$ cat config.mk
export PLATFORM = sky130hd
export DESIGN_NAME = cla_pipe_adder
export DESIGN_NICKNAME = d
export VERILOG_FILES = /design/src/rtl/cla_pipe_adder_pkg.sv /design/src/rtl/cla_group16.sv /design/src/rtl/cla_pipe_adder.sv
export SDC_FILE = /design/constraint.sdc
export NUM_CORES = 1
export LEC_CHECK = 0
export ABC_AREA = 1
export BUFFER_PORTS_ARGS = -buffer_cell sky130_fd_sc_hd__buf_2
export CORE_MARGIN = 2
export CORE_UTILIZATION = 40
export CTS_BUF_LIST = sky130_fd_sc_hd__clkbuf_4 sky130_fd_sc_hd__clkbuf_8 sky130_fd_sc_hd__clkbuf_16
export DETAILED_ROUTE_END_ITERATION = 10
export HOLD_SLACK_MARGIN = 0.15
export SLEW_MARGIN = 10
export SYNTH_ARGS = -nofsm -noshare
export SYNTH_HDL_FRONTEND = slang
export SYNTH_HIERARCHICAL = 1
export SYNTH_SLANG_ARGS = --single-unit
$ cat constraint.sdc
create_clock -name clk -period 2.7 [get_ports clk]
set_input_delay 0.405 -clock clk [delete_from_list [all_inputs] [get_ports clk]]
set_output_delay 0.405 -clock clk [all_outputs]
set_load 0.02 [all_outputs]
$ cat src/rtl/cla_pipe_adder_pkg.sv
`default_nettype none
// +----------------------------------------------------------------------+
// | cla_pipe_adder_pkg                                                   |
// | Shared constants, op encoding and lookahead helper for the adder.    |
// | Rev 1.0 - initial release                                            |
// +----------------------------------------------------------------------+
package cla_pipe_adder_pkg;

    localparam int c_group_w = 16;

    typedef enum logic {
        OP_ADD = 1'b0,
        OP_SUB = 1'b1
    } op_e;

    function automatic bit params_legal(input int width, input int stages);
        int groups;
        groups = width / c_group_w;
        return (width % c_group_w == 0) && (width >= c_group_w) && (width <= 64)
            && (stages >= 1) && (stages <= groups) && (groups % stages == 0);
    endfunction

    // Two-level lookahead carry into position n of a (up to) 4-wide P/G set,
    // expanded as a flat sum of products so no carry ripples through.
    function automatic logic cla_carry(input logic ci, input logic [3:0] g,
                                       input logic [3:0] p, input int n);
        logic c;
        logic term;
        c = ci;
        for (int i = 0; i < n; i++) c = c & p[i];
        for (int i = 0; i < n; i++) begin
            term = g[i];
            for (int m = i + 1; m < n; m++) term = term & p[m];
            c = c | term;
        end
        return c;
    endfunction

endpackage
`default_nettype wire

$ cat src/rtl/cla_group16.sv
`default_nettype none
// +----------------------------------------------------------------------+
// | cla_group16                                                          |
// | 16-bit carry-lookahead group: four 4-bit blocks, group P/G outputs.  |
// | Rev 1.0 - initial release                                            |
// +----------------------------------------------------------------------+
module cla_group16
    import cla_pipe_adder_pkg::*;
(
    input  logic [c_group_w-1:0] a,
    input  logic [c_group_w-1:0] b,
    input  logic                 cin,
    output logic [c_group_w-1:0] sum,
    output logic                 p,
    output logic                 g
);

    localparam int c_blk_w = 4;
    localparam int c_nblk  = c_group_w / c_blk_w;

    logic [c_group_w-1:0] w_p;
    logic [c_group_w-1:0] w_g;
    logic [c_group_w-1:0] w_c;
    logic [c_nblk-1:0]    w_bp;
    logic [c_nblk-1:0]    w_bg;
    logic [c_nblk-1:0]    w_bc;

    assign w_p = a ^ b;
    assign w_g = a & b;

    always_comb begin
        w_bp = '0;
        w_bg = '0;
        for (int k = 0; k < c_nblk; k++) begin
            w_bp[k] = &w_p[k*c_blk_w +: c_blk_w];
            w_bg[k] = cla_carry(1'b0, w_g[k*c_blk_w +: c_blk_w], w_p[k*c_blk_w +: c_blk_w], c_blk_w);
        end
    end

    always_comb begin
        w_bc = '0;
        w_c  = '0;
        for (int k = 0; k < c_nblk; k++) begin
            w_bc[k] = cla_carry(cin, w_bg, w_bp, k);
            for (int j = 0; j < c_blk_w; j++) begin
                w_c[k*c_blk_w + j] = cla_carry(w_bc[k], w_g[k*c_blk_w +: c_blk_w],
                                               w_p[k*c_blk_w +: c_blk_w], j);
            end
        end
    end

    assign sum = w_p ^ w_c;
    assign p   = &w_bp;
    assign g   = cla_carry(1'b0, w_bg, w_bp, c_nblk);

endmodule
`default_nettype wire

$ cat src/rtl/cla_pipe_adder.sv
`default_nettype none
// +----------------------------------------------------------------------+
// | cla_pipe_adder                                                       |
// | Pipelined add/subtract built from 16-bit CLA groups, valid/ready IO. |
// | Rev 1.0 - initial release                                            |
// +----------------------------------------------------------------------+
module cla_pipe_adder
    import cla_pipe_adder_pkg::*;
#(
    parameter int WIDTH  = 32,
    parameter int STAGES = 2
) (
    input  logic             clk,
    input  logic             resetn,
    input  logic             in_valid,
    output logic             in_ready,
    input  logic [WIDTH-1:0] a,
    input  logic [WIDTH-1:0] b,
    input  logic             sub,
    input  logic             cin,
    output logic             out_valid,
    input  logic             out_ready,
    output logic [WIDTH-1:0] sum,
    output logic             cout,
    output logic             ovf,
    output logic             zero
);

    localparam int c_ngroups = WIDTH / c_group_w;
    localparam int c_gps     = c_ngroups / STAGES;

    if (!params_legal(WIDTH, STAGES)) begin : g_param_check
        $fatal(1, "cla_pipe_adder: illegal WIDTH/STAGES combination");
    end

    logic [WIDTH-1:0]  r_sum [STAGES];
    logic [WIDTH-1:0]  r_a   [STAGES];
    logic [WIDTH-1:0]  r_b   [STAGES];
    logic [STAGES-1:0] r_vld;
    logic [STAGES-1:0] r_c;
    logic              r_ovf;
    logic              r_zero;

    logic [STAGES-1:0] w_adv;
    logic [STAGES-1:0] w_vin;
    logic [STAGES-1:0] w_nco;
    logic [WIDTH-1:0]  w_sa   [STAGES];
    logic [WIDTH-1:0]  w_sb   [STAGES];
    logic [WIDTH-1:0]  w_nsum [STAGES];
    logic              w_novf;
    logic              w_nzero;

    for (genvar k = 0; k < STAGES; k++) begin : g_stage
        logic [WIDTH-1:0]     w_a;
        logic [WIDTH-1:0]     w_b;
        logic [WIDTH-1:0]     w_psum;
        logic [WIDTH-1:0]     w_ns;
        logic                 w_ci;
        logic [c_gps-1:0]     w_gp;
        logic [c_gps-1:0]     w_gg;
        logic [3:0]           w_gp4;
        logic [3:0]           w_gg4;
        logic [c_gps:0]       w_gc;
        logic [c_group_w-1:0] w_gsum [c_gps];

        // Operand inversion happens once at entry; later stages carry b'.
        if (k == 0) begin : g_head
            assign w_a    = a;
            assign w_b    = (sub == OP_SUB) ? ~b : b;
            assign w_ci   = (sub == OP_SUB) ? ~cin : cin;
            assign w_psum = '0;
        end else begin : g_body
            assign w_a    = r_a[k-1];
            assign w_b    = r_b[k-1];
            assign w_ci   = r_c[k-1];
            assign w_psum = r_sum[k-1];
        end

        for (genvar j = 0; j < c_gps; j++) begin : g_group
            localparam int c_lsb = (k*c_gps + j) * c_group_w;
            cla_group16 u_group (
                .a   (w_a[c_lsb +: c_group_w]),
                .b   (w_b[c_lsb +: c_group_w]),
                .cin (w_gc[j]),
                .sum (w_gsum[j]),
                .p   (w_gp[j]),
                .g   (w_gg[j])
            );
        end

        assign w_gp4 = 4'(w_gp);
        assign w_gg4 = 4'(w_gg);

        for (genvar j = 0; j <= c_gps; j++) begin : g_carry
            assign w_gc[j] = cla_carry(w_ci, w_gg4, w_gp4, j);
        end

        always_comb begin
            w_ns = w_psum;
            for (int j = 0; j < c_gps; j++) begin
                w_ns[(k*c_gps + j)*c_group_w +: c_group_w] = w_gsum[j];
            end
        end

        assign w_nsum[k] = w_ns;
        assign w_sa[k]   = w_a;
        assign w_sb[k]   = w_b;
        assign w_nco[k]  = w_gc[c_gps];
    end

    assign w_novf  = (w_sa[STAGES-1][WIDTH-1] == w_sb[STAGES-1][WIDTH-1])
                  && (w_nsum[STAGES-1][WIDTH-1] != w_sa[STAGES-1][WIDTH-1]);
    assign w_nzero = (w_nsum[STAGES-1] == '0);

    // A stage may load when it or any stage downstream of it has a hole,
    // or when the output is being taken this cycle.
    always_comb begin
        w_vin    = '0;
        w_adv    = '0;
        w_vin[0] = in_valid;
        for (int k = 1; k < STAGES; k++) w_vin[k] = r_vld[k-1];
        for (int k = 0; k < STAGES; k++) begin
            w_adv[k] = out_ready;
            for (int j = k; j < STAGES; j++) begin
                if (!r_vld[j]) w_adv[k] = 1'b1;
            end
        end
    end

    always_ff @(posedge clk) begin
        if (!resetn) begin
            r_vld  <= '0;
            r_c    <= '0;
            r_ovf  <= 1'b0;
            r_zero <= 1'b0;
            for (int k = 0; k < STAGES; k++) begin
                r_sum[k] <= '0;
                r_a[k]   <= '0;
                r_b[k]   <= '0;
            end
        end else begin
            for (int k = 0; k < STAGES; k++) begin
                if (w_adv[k]) begin
                    r_vld[k] <= w_vin[k];
                    if (w_vin[k]) begin
                        r_sum[k] <= w_nsum[k];
                        r_a[k]   <= w_sa[k];
                        r_b[k]   <= w_sb[k];
                        r_c[k]   <= w_nco[k];
                    end
                end
            end
            if (w_adv[STAGES-1] && w_vin[STAGES-1]) begin
                r_ovf  <= w_novf;
                r_zero <= w_nzero;
            end
        end
    end

    assign in_ready  = w_adv[0];
    assign out_valid = r_vld[STAGES-1];
    assign sum       = r_sum[STAGES-1];
    assign cout      = r_c[STAGES-1];
    assign ovf       = r_ovf;
    assign zero      = r_zero;

endmodule
`default_nettype wire
==> impl_metrics.env, run 1 <==
export IMPL_fp_dieW_um=120
export IMPL_synth_cell_area_um2=5370
export IMPL_place_area_um2=6140
export IMPL_worstPathRequired_ns=2.96
export IMPL_yosysMostFrequentCell="nor2_1"
export IMPL_r2r_start="r_b[0][19]"
export IMPL_cp_start_kind="flip-flop"
export IMPL_leakage_nw=3.16
export IMPL_fp_dieH_um=120
export IMPL_core_area_um2=13200
export IMPL_rows=42
export IMPL_synth_area_leaders="edfxtp_1 (45%), ha_1 (9.3%), nor2_1 (6.9%)"
export IMPL_rr_worst_depth=17
export IMPL_cp_data_arrival_time_ns=2.75
export IMPL_final_setup_skew_ns=0.00729
export IMPL_whs_ns=0.371
export IMPL_antenna_found_initial=0
export IMPL_gp_congestion=0.807
export IMPL_cts_tree="yes"
export IMPL_status="completed"
export IMPL_drtIter0Drc=264
export IMPL_yosysTopAreaCell="edfxtp_1"
export IMPL_port_buffers=106
export IMPL_synthTopCellsByCount="nor2_1 (99), inv_1 (91), edfxtp_1 (80)"
export IMPL_start_util_pct=40.7
export IMPL_cts_sinks=86
export IMPL_min_period_over_period_pct=92.2
export IMPL_whs_endpoint="r_a[0][24]"
export IMPL_path_clk_slew_ns=0.06
export IMPL_critPathKind="flip-flop to flip-flop"
export IMPL_synthArstFlopShare_pct=0
export IMPL_num_vias=3846
export IMPL_post_cts_setup_buffers=0
export IMPL_synth_distinct_cells=33
export IMPL_stdcell_count=857
export IMPL_reg2reg_slack_ns=0.21
export IMPL_min_path_type="input port to flip-flop"
export IMPL_finalSetupViolCount=0
export IMPL_synth_edf_count=80
export IMPL_drt_wl_total_um=10600
export IMPL_syn_area_per_cell_um2=9.62
export IMPL_remaining_drc_errors=0
export IMPL_die_area_um2=14400
export IMPL_ys_seq_area_share_pct=47.0
export IMPL_syn_nets=676
export IMPL_dp_cells=840
export IMPL_slew_violations=0
export IMPL_synthCells=558
export IMPL_fin_nets=793
export IMPL_peakVddDrop_mv=0.354
export IMPL_drt_first_pass_iters=5
export IMPL_antenna_left=0
export IMPL_gr_usage_all_layers_pct=15.6
export IMPL_synth_top_cell_area_share_pct=44.7
export IMPL_ios=107
export IMPL_drive_gt1_share_pct=27.9
export IMPL_finalSetupTns_ns=0
export IMPL_detail_route_wl_per_cell_um=12.4
export IMPL_syn_to_final_growth_pct=21.5
export IMPL_rsz0062_at_grt="no"
export IMPL_grt_pass1_wl_um=17600
export IMPL_hold_violations=0
export IMPL_hp_start="a[24]"
export IMPL_clockRootBuffer="clkbuf_16"
export IMPL_holdBufCountCts=0
export IMPL_gr_total_overflow=0
export IMPL_grt_start_max_net_pins=46
export IMPL_cts_buffer_depth=2
export IMPL_ys_flop_type="edfxtp_1"
export IMPL_min_path_cells=3
export IMPL_synth_seq_cells=86
export IMPL_first_global_vias=3804
export IMPL_layout_min_cycle_time_ns=2.49
export IMPL_viasPerCell=4.49
export IMPL_postLayoutCellArea_um2=6520
export IMPL_max_freq_mhz=402
export IMPL_dp_hpwl_um=8410
export IMPL_end_kind="flip-flop"
export IMPL_powerDensity_nw_per_um2=606
export IMPL_slew_headroom_pct=60.4
export IMPL_cp_max_fo=3
export IMPL_htreeDepth=3
export IMPL_ys_warn_count=6
export IMPL_tightest_slew_ns=0.592
export IMPL_r2r_end="zero"
export IMPL_max_cap_violations=0
export IMPL_numCtsBuffers=9
export IMPL_clkLatencyLatePin_ns=0.34
routing by layer:
metal / track usage [%] / wire [um] / share of wire (%) / vias to the layer above
li1: - / - / - / 1995
met1: 20.8 / 4900 / 46 / 1749
met2: 25.5 / 5010 / 47 / 88
met3: 2.90 / 513 / 4.8 / 14
met4: 5.37 / 172 / 1.6 / 0
met5: 0 / 0 / 0 / -
per-stage QoR:
step	utilization, %	power, mW	worst slack [ns]
finish	49.5	3.95	0.211
global placement	46.5	2.70	0.0232
floorplan	-	2.44	0.0894
CTS	48.8	3.97	0.0806
detailed placement	46.5	2.72	-0.0447
global route	49.4	4.19	0.00242
worst max-delay path by stage:
stage | startpoint | endpoint | depth (start not counted)
floorplan | sub | r_sum[0][9] | 14
global placement | sub | r_sum[0][15] | 19
detailed placement | sub | r_sum[0][15] | 19
CTS | r_a[0][19] | zero | 12
global route | r_a[0][18] | zero | 19
finish | r_b[0][19] | zero | 17
power by group:
part | total (mW) | switching [mW] | internal [mW] | leakage, nW
sequential | 1.70 | 0.0669 | 1.63 | 0.913
combinational | 1.02 | 0.610 | 0.405 | 2.10
clock | 1.24 | 0.481 | 0.758 | 0.147
total | 3.95 | 1.16 | 2.79 | 3.16
worst max-delay path, cell delays in order (launching register included):
cell      delay (ns)
edfxtp_1        0.42
ha_4            0.32
nand2_2         0.06
nor2_2          0.16
nand2_1         0.08
nand3_2         0.10
nand2_1         0.06
nand2_1         0.10
ha_1            0.16
nand2_1         0.06
nand3_2         0.09
a21oi_1         0.08
xnor2_1         0.13
inv_1           0.09
nand3_1         0.11
nor2_1          0.16
nand2_1         0.07
o21bai_1        0.14
repair_timing:
item,4_1_cts,5_1_grt
endpoints found under the setup margin,0,1
endpoints found under the hold margin,0,0
gates resized for setup,0,8
final cells by class:
cell class	count	area, um^2
tap	176	220
inverter	94	353
antenna	1	2.50
timing repair buffer	119	666
multi-input combinational	365	2460
sequential	86	2520
fill	1237	6670
clock buffer	12	254
clock inverter	4	46.3
cells in the final DEF, fill, tap and decap left out, types with 2 or more instances in the layout:
cell type / instances
a21oi_1: 13
a21oi_2: 2
buf_12: 3
buf_2: 106
buf_4: 10
clkbuf_16: 9
clkbuf_4: 2
dfxtp_1: 6
edfxtp_1: 80
fa_1: 8
ha_1: 34
ha_4: 6
inv_1: 91
inv_2: 3
nand2_1: 74
nand2_2: 15
nand3_1: 16
nand3_2: 6
nand3b_1: 2
nand4_1: 4
nor2_1: 98
nor2_2: 15
nor2_4: 3
nor3_2: 2
nor4_2: 2
o21ai_0: 4
xnor2_1: 23
xor2_1: 31
flip-flops by register name, indices dropped and copies added (netlist names):
signal	count
r_sum	48
r_a	16
r_b	16
r_c	2
r_vld	2
ovf	1
zero	1
logic make-up (layout without fill, tap and decap cells):
| group | after synthesis | after routing | synth area share [%] |
|---|---|---|---|
| flops | 86 | 86 | 47.0 |
| fa+ha+maj | 48 | 48 | 12.3 |
| simple gates | 240 | 240 | 20.6 |
| compound gates | 23 | 23 | 2.56 |
| buf+inv | 107 | 229 | 8.78 |
| other cells | 0 | 1 | 0 |
| xor+xnor | 54 | 54 | 8.81 |
Power figures use the tool's default switching activity.
==> run 2: changes to the inputs <==
- CORE_UTILIZATION: 40 -> 31
==> impl_metrics.env, run 2 (same netlist as run 1, synthesis figures left out) <==
export IMPL_htreeDepth=3
export IMPL_min_path_type="input port to flip-flop"
export IMPL_cpMostUsedCell="nand2_1"
export IMPL_core_area_um2=17100
export IMPL_critPathKind="flip-flop to flip-flop"
export IMPL_final_setup_skew_ns=0.00966
export IMPL_clockRootBuffer="clkbuf_16"
export IMPL_status="completed"
export IMPL_peakVddDrop_mv=0.248
export IMPL_power_mw=3.98
export IMPL_finalSetupViolCount=0
export IMPL_slew_violations=0
export IMPL_diodes=0
export IMPL_gr_total_overflow=0
export IMPL_drive_gt1_share_pct=28.4
export IMPL_reg_top3="r_sum x48, r_a x16, r_b x16"
export IMPL_rsz0062_at_grt="no"
export IMPL_layout_min_cycle_time_ns=2.51
export IMPL_gp_congestion=0.772
export IMPL_finalSetupTns_ns=0
export IMPL_dp_hpwl_um=8280
export IMPL_worstPathCellList="ha_4, nand2_2, nand2_2, nand2_2, nand2_1, nand3_1, nand4_1, ha_1, nand2_1, nand2_2, nand2_1, nand2_1, nand2_1, nand2_1, nor2_1, nand2_1, nor2_1, nand3_1, o21bai_1"
export IMPL_fp_dieH_um=136
export IMPL_ios=107
export IMPL_clkLatencyLatePin_ns=0.34
export IMPL_max_freq_mhz=399
export IMPL_grt_start_max_net_pins=41
export IMPL_cp_slowest_cell="edfxtp_1"
export IMPL_fp_dieW_um=136
export IMPL_regArea_um2=2520
export IMPL_detail_route_wl_per_cell_um=12.0
export IMPL_n_fill_cell=1726
export IMPL_hold_violations=0
export IMPL_rows=48
export IMPL_cts_sinks=86
export IMPL_first_global_vias=3707
export IMPL_final_cell_mix="buf_2 (106), nor2_1 (99), inv_1 (91)"
export IMPL_place_area_um2=6180
export IMPL_powerDensity_nw_per_um2=605
export IMPL_slew_headroom_pct=67.8
export IMPL_start_util_pct=31.4
export IMPL_cp_top_family="simple AND/OR/NAND/NOR gates"
export IMPL_remaining_drc_errors=0
export IMPL_max_cap_violations=0
export IMPL_drt_wl_total_um=10900
export IMPL_holdBufCountCts=0
export IMPL_path_buf_inv=0
export IMPL_slowest_delay_ns=0.43
export IMPL_tightest_slew_ns=0.482
export IMPL_port_buffers=106
export IMPL_leakage_nw=3.14
export IMPL_num_vias=3751
export IMPL_cp_start_kind="flip-flop"
export IMPL_final_util_pct=38.5
export IMPL_antenna_found_initial=0
export IMPL_viasPerCell=4.14
export IMPL_multiInputGateArea_um2=2480
export IMPL_die_area_um2=18400
export IMPL_worstPathRequired_ns=2.97
export IMPL_end_kind="flip-flop"
export IMPL_gr_usage_all_layers_pct=12.3
export IMPL_cp_max_fo=4
export IMPL_cp_data_arrival_time_ns=2.78
export IMPL_postLayoutCellArea_um2=6590
export IMPL_top_register="r_sum"
export IMPL_antenna_left=0
export IMPL_final_common_cell="buf_2"
export IMPL_cts_tree="yes"
export IMPL_drtIter0Drc=165
export IMPL_largest_register_ffs=48
export IMPL_grt_pass1_wl_um=17500
export IMPL_syn_to_final_growth_pct=22.7
export IMPL_drt_first_pass_iters=4
export IMPL_fin_nets=793
export IMPL_numCtsBuffers=9
export IMPL_cts_buffer_depth=2
export IMPL_min_period_over_period_pct=92.9
export IMPL_path_clk_slew_ns=0.07
## run 2: cell types whose count changed in the layout (fill, tap and decap cells not counted), moves of 2 or more
cell,change
buf_12,-2
buf_4,+2
clkbuf_4,-2
ha_1,-3
ha_4,+2
inv_6,+3
## run 2: area by class of cell
cell class	instances	share of cell area (%)
sequential	86	38.3
multi-input combinational	365	37.7
timing repair buffer	119	9.72
inverter	94	5.36
tap	225	4.27
clock buffer	9	3.42
clock inverter	7	1.22
## run 2: tightest hold or removal path, cell delays in order
cell and delay, ns:
buf_2 0.07, inv_1 0.03, nor2_2 0.08
## run 2: final timing paths
kind         startpoint          to  slack [ns]  cells past startpoint
max          r_a[0][17]        zero        0.19                     19
min               a[22]  r_a[0][22]        0.36                      3
max reg2reg  r_a[0][17]        zero        0.19                     19
min reg2reg         ovf         ovf        0.49                      2
## run 2: report_power, final
part	total (mW)	switching [mW]	internal [mW]	leakage, nW
clock	1.27	0.541	0.728	0.143
combinational	1.01	0.608	0.406	2.08
sequential	1.70	0.0704	1.63	0.913
total	3.98	1.22	2.76	3.14
## run 2: metrics by stage
| stage | hold slack, ns | cells | setup WS (ns) |
|---|---|---|---|
| 3_3_place_gp | 0.481 | 889 | 0.0371 |
| 2_1_floorplan | 0.545 | 558 | 0.0894 |
| 3_5_place_dp | 0.481 | 889 | 0.0145 |
| 5_1_grt | 0.364 | 905 | 0.0285 |
| 6_report | 0.361 | 905 | 0.192 |
| 4_1_cts | 0.351 | 905 | 0.118 |
## run 2: repair_timing
item	4_1_cts	5_1_grt
buffers inserted	0	0
endpoints found under the setup margin	0	2
gates resized for setup	0	10
## run 2: layer usage
metal / track usage, % / routed length (um) / up-vias / part of all wire [%]
met2: 21.0 / 5240 / 63 / 48
met1: 15.7 / 5070 / 1687 / 47
met5: 0 / 0 / - / 0
li1: - / - / 1990 / -
met3: 2.24 / 397 / 11 / 3.6
met4: 4.22 / 175 / 0 / 1.6
